`src/rtl/t2t_msg_seq.sv`:
```
// rtl/t2t_msg_seq.sv - beat sequencer and field extractor for the three-beat market-data stream
// Assembles symid/price/volume across beats, filters on message type, keeps saturating stats.
module t2t_msg_seq #(
    parameter int CNT_WIDTH = 16,
    parameter bit FILTER_EN = 1'b1
) (
    input  logic                 clk,
    input  logic                 reset,
    input  logic                 in_valid,
    output logic                 in_ready,
    input  logic                 in_sop,
    input  logic [63:0]          in_data,
    output logic                 out_valid,
    input  logic                 out_ready,
    output logic [15:0]          out_symid,
    output logic [63:0]          out_price,
    output logic [31:0]          out_vol,
    output logic [23:0]          out_type,
    output logic [CNT_WIDTH-1:0] pass_cnt,
    output logic [CNT_WIDTH-1:0] drop_cnt,
    output logic [CNT_WIDTH-1:0] err_cnt
);

    localparam logic [23:0] TYPE_NEW = 24'h4E4557;

    typedef enum logic [1:0] {WAIT1, WAIT2, WAIT3, HOLD} state_t;

    state_t                 state_q;
    logic [23:0]            type_q;
    logic [15:0]            symid_q;
    logic [23:0]            price_up_q;
    logic [39:0]            price_dn_q;
    logic [23:0]            vol_up_q;
    logic [7:0]             vol_dn_q;
    logic [CNT_WIDTH-1:0]   pass_q;
    logic [CNT_WIDTH-1:0]   drop_q;
    logic [CNT_WIDTH-1:0]   err_q;

    logic                   beat_acc;
    logic [CNT_WIDTH-1:0]   pass_d;
    logic [CNT_WIDTH-1:0]   drop_d;
    logic [CNT_WIDTH-1:0]   err_d;

    function automatic logic [CNT_WIDTH-1:0] sat_inc(input logic [CNT_WIDTH-1:0] v);
        return (&v) ? v : v + 1'b1;
    endfunction

    assign beat_acc = in_valid && in_ready;
    assign pass_d   = sat_inc(pass_q);
    assign drop_d   = sat_inc(drop_q);
    assign err_d    = sat_inc(err_q);

    always_ff @(posedge clk) begin
        if (reset) begin
            state_q    <= WAIT1;
            type_q     <= '0;
            symid_q    <= '0;
            price_up_q <= '0;
            price_dn_q <= '0;
            vol_up_q   <= '0;
            vol_dn_q   <= '0;
            pass_q     <= '0;
            drop_q     <= '0;
            err_q      <= '0;
        end else begin
            case (state_q)
                WAIT1: begin
                    if (beat_acc) begin
                        if (in_sop) begin
                            type_q     <= in_data[63:40];
                            symid_q    <= in_data[39:24];
                            price_up_q <= in_data[23:0];
                            state_q    <= WAIT2;
                        end else begin
                            err_q <= err_d;
                        end
                    end
                end
                WAIT2: begin
                    if (beat_acc) begin
                        if (in_sop) begin
                            err_q      <= err_d;
                            type_q     <= in_data[63:40];
                            symid_q    <= in_data[39:24];
                            price_up_q <= in_data[23:0];
                        end else begin
                            price_dn_q <= in_data[63:24];
                            vol_up_q   <= in_data[23:0];
                            state_q    <= WAIT3;
                        end
                    end
                end
                WAIT3: begin
                    if (beat_acc) begin
                        if (in_sop) begin
                            // An early sop restarts the message from this beat
                            err_q      <= err_d;
                            type_q     <= in_data[63:40];
                            symid_q    <= in_data[39:24];
                            price_up_q <= in_data[23:0];
                            state_q    <= WAIT2;
                        end else begin
                            vol_dn_q <= in_data[63:56];
                            if (!FILTER_EN || type_q == TYPE_NEW) begin
                                state_q <= HOLD;
                            end else begin
                                drop_q  <= drop_d;
                                state_q <= WAIT1;
                            end
                        end
                    end
                end
                HOLD: begin
                    if (out_ready) begin
                        pass_q  <= pass_d;
                        state_q <= WAIT1;
                    end
                end
                default: state_q <= WAIT1;
            endcase
        end
    end

    assign in_ready  = (state_q != HOLD);
    assign out_valid = (state_q == HOLD);
    assign out_symid = symid_q;
    assign out_price = {price_up_q, price_dn_q};
    assign out_vol   = {vol_up_q, vol_dn_q};
    assign out_type  = type_q;
    assign pass_cnt  = pass_q;
    assign drop_cnt  = drop_q;
    assign err_cnt   = err_q;

endmodule

```
`config.mk`:
```
export PLATFORM = sky130hd
export DESIGN_NAME = t2t_msg_seq
export DESIGN_NICKNAME = d
export VERILOG_FILES = /design/src/rtl/t2t_msg_seq.sv
export SDC_FILE = /design/constraint.sdc
export NUM_CORES = 1
export LEC_CHECK = 0
export ABC_AREA = 0
export CAP_MARGIN = 15
export CORE_MARGIN = 2
export CORE_UTILIZATION = 45
export CTS_CLUSTER_SIZE = 8
export DETAILED_ROUTE_END_ITERATION = 7
export HOLD_SLACK_MARGIN = 0.06
export PLACE_DENSITY = 0.8
export SYNTH_ARGS = -nofsm -noshare
export SYNTH_HDL_FRONTEND = slang
export SYNTH_SLANG_ARGS = --single-unit
```
`constraint.sdc`:
```
create_clock -name clk -period 3.1 [get_ports clk]
set_input_delay 0.465 -clock clk [delete_from_list [all_inputs] [get_ports clk]]
set_output_delay 0.465 -clock clk [all_outputs]
set_load 0.005 [all_outputs]
```
==> run metrics <==
initial antenna violation count=0; antenna-violating nets left=0; Final min period=2.373 ns; Total Routing Usage GR=24.14%; slowest CP cell=nor3b_1; # clock sinks=186; clk slew on worst S/H paths=0.07 ns; ys async rst share=0%; vias=7,126; WP data required=3.42 ns; Antenna diodes=0; vias in the first global route=6,566; Rows=46; synthesized net count=984; Worst R2R End=err_cnt[3]; Avg WL per Cell=15.76 um; WHS Endpoint=price_dn_q[14]; FF-to-FF Start=state_q[0]; P_int=4.350 mW; Synth area leaders=dfxtp_1 51%, nand2_1 15%, a21oi_1 11%; Sw Share=25.06%; CTS tree=done; Psw=1.455 mW; core box area=15,830 um2; Pwr Total=5.804 mW; top_reg_cell synth=dfxtp_1; drt first pass iters=5; die width=131.3 um; Max Clk Rate=0.4215 GHz; Sequential Area=3724 um2; Post-synth top cells=289 x nand2_1, 186 x dfxtp_1, 162 x a21oi_1, 53 x clkbuf_1, 32 x nor2_1; Worst-Margin Slew=0.9726 ns; gp weighted congestion=0.8073; setup TNS=0 ns; NumNets Final=1,215; Layout area overhead=46.39%; global-route wire length before repair=33,950 um; multi-input logic area=3316 um2; worst vdd ir=0.3476 mV; Leak=3.597 nW; drt drc=0; Port Buffer Count=254; Seq pwr share=44.8%; effective utilization at floorplan=46.04%; final worst setup slack=0.7273 ns; Clk network pwr share=39.8%; Synth Area per Inst=8.034 um2; Netlist cell types=48; num ports=255; Hold Crit Start=price_dn_q[14]; Post-synth EDFFs=0; share of the synthesized area in the top cell type=51.10%; status=complete, no violations; share of layout cells above drive strength 1=5.130%; Seq/Total Area, Yosys=51.10%; final setup fails=0; Max-cap violations=0; Rel. slew slack=35.15%; clock root cell=clkbuf_16; post-CTS sizing=0; Worst Hold Class=reg -> reg; cell taking the most area after synthesis=dfxtp_1; Mapped Cells=907; Routed Wire Length=21,530 um; pins over their slew limit=0; CP peak stage delay=0.42 ns; CTS max path bufs=2; power density over cell area=544.1 nW/um2; RSZ-0062 raised after global routing=no; Die Y=131.3 um; post-CTS setup buffer count=0; CP cell instances=inv_1 -> ha_1 -> nor3b_1 -> o21ai_0 -> a31oi_1 -> buf_4 -> and3_1 -> mux2_2; Hold Crit Depth=2; DIE AREA=17,230 um2; worst slack, placed=0.4683 ns; worst-case reg-to-reg path depth=8; top-count cell post-synth=nand2_1; flop2flop setup slack=0.73 ns; post-route clock period utilization=76.54%; synthesis warning total=0; Worst Setup SP=state_q[0]; Crit Path Category=reg -> reg; total gr overflow=0; worst path bufs/invs=2; initial DRC count=499; delay-heaviest family, CP=simple AND/OR/NAND/NOR gates; Syn Std Cell Area=7287 um2; hold buffers post-CTS=0; H-tree depth=4; Hold Vio Cnt, Final=0; clock latency on the worst-skew pair=0.42 ns; CTS buffer count=17; HPWL after detailed placement=14,520 um; Layout Skew=0.01048 ns; crit end category=flip-flop; WP data arrival=2.69 ns; CP Launch Type=flip-flop; pin count of the biggest net entering global routing=92; Max Fanout on Critical Path=6; combinational fraction of design power=15.5%; vias per cell=5.217; fill count=1,310; #FFs+latches synth=186
[worst reg2reg max path, delay by kind of cell (launching register included)]
kind	cells	cell delay (ns)
simple gates	2	0.58
mux	1	0.32
compound gates	2	0.39
fa+ha+maj	1	0.32
buf+inv	2	0.27
flops	1	0.40
[how the worst max path moves through the flow]
stage	slack, ns	end	cells past startpoint
after floorplan	0.89	err_cnt[3]	7
after global placement	0.54	drop_cnt[8]	6
after detailed placement	0.47	drop_cnt[7]	6
after CTS	0.67	drop_cnt[12]	5
after global routing	0.52	drop_cnt[12]	5
final	0.73	err_cnt[3]	8
[registers in the layout, summed over array words and instances (netlist names)]
name and count:
price_dn_q 40, out_type 24, price_up_q 24, vol_up_q 24, drop_cnt 16, err_cnt 16, out_symid 16, pass_cnt 16
vol_dn_q 8, state_q 2
[cells by family (layout without fill, tap and decap cells)]
group / Yosys count / after routing / share of synthesized area, %
multiplexers: 6 / 6 / 0.8757
AND/OR/NAND/NOR: 413 / 413 / 25.12
XOR/XNOR: 17 / 17 / 2.043
flip-flops: 186 / 186 / 51.10
buffers and inverters: 65 / 308 / 3.503
adder cells (fa/ha/maj): 8 / 8 / 1.374
AO/OA/AOI/OAI: 212 / 212 / 15.99
[cell usage in the layout (no fill, tap or decap), types with 3 or more instances in the layout]
master	instances
clkbuf_16	17
or3_1	13
nor2_1	32
a21oi_1	162
and2_1	6
ha_1	8
a211oi_1	6
inv_1	9
clkdlybuf4s50_1	253
clkinv_2	3
xnor2_1	15
nand4_1	14
a2111oi_0	3
o21ai_0	18
nor3_1	5
nand2_1	287
buf_4	10
and4_1	5
buf_12	4
dfxtp_1	186
mux2i_1	3
nand3b_1	3
nand3_1	11
or4_1	8
o2111ai_1	3
and3_1	6
o31ai_1	8
bufinv_16	4
nor2b_1	4
mux2_2	3
nor4bb_1	3
[final cells by class]
class,count,area share (%)
multi-input combinational,656,31.08
clock inverter,11,1.583
sequential,186,34.91
tap,216,2.533
inverter,9,0.3167
clock buffer,20,4.281
timing repair buffer,268,25.30
[through the flow]
step	instances	util, %	instance area [um2]	hold WS [ns]
global placement	1335	63.45	10040	0.4406
global route	1366	67.40	10670	0.4676
finish	1366	67.40	10670	0.4530
CTS	1366	67.40	10670	0.4549
detailed placement	1335	63.45	10040	0.4457
floorplan	907	-	7287	0.4527
[power by group through the flow]
stage	clock network [mW]	logic (mW)	registers (mW)
floorplan	0	0.385	2.65
global placement	0	0.870	2.65
detailed placement	0	0.884	2.65
CTS	2.35	0.901	2.60
global route	2.44	0.974	2.62
finish	2.31	0.897	2.60
[metal layers]
layer  GRT usage (%)  routed length [um]  vias up
met2           40.09               10370      248
met3           8.642                1968       31
met1           29.10                8772     3314
li1                -                   -     3533
met4           8.152                 422        0
met5               0                   0        -
No activity file was read; power rests on OpenSTA's default activity.
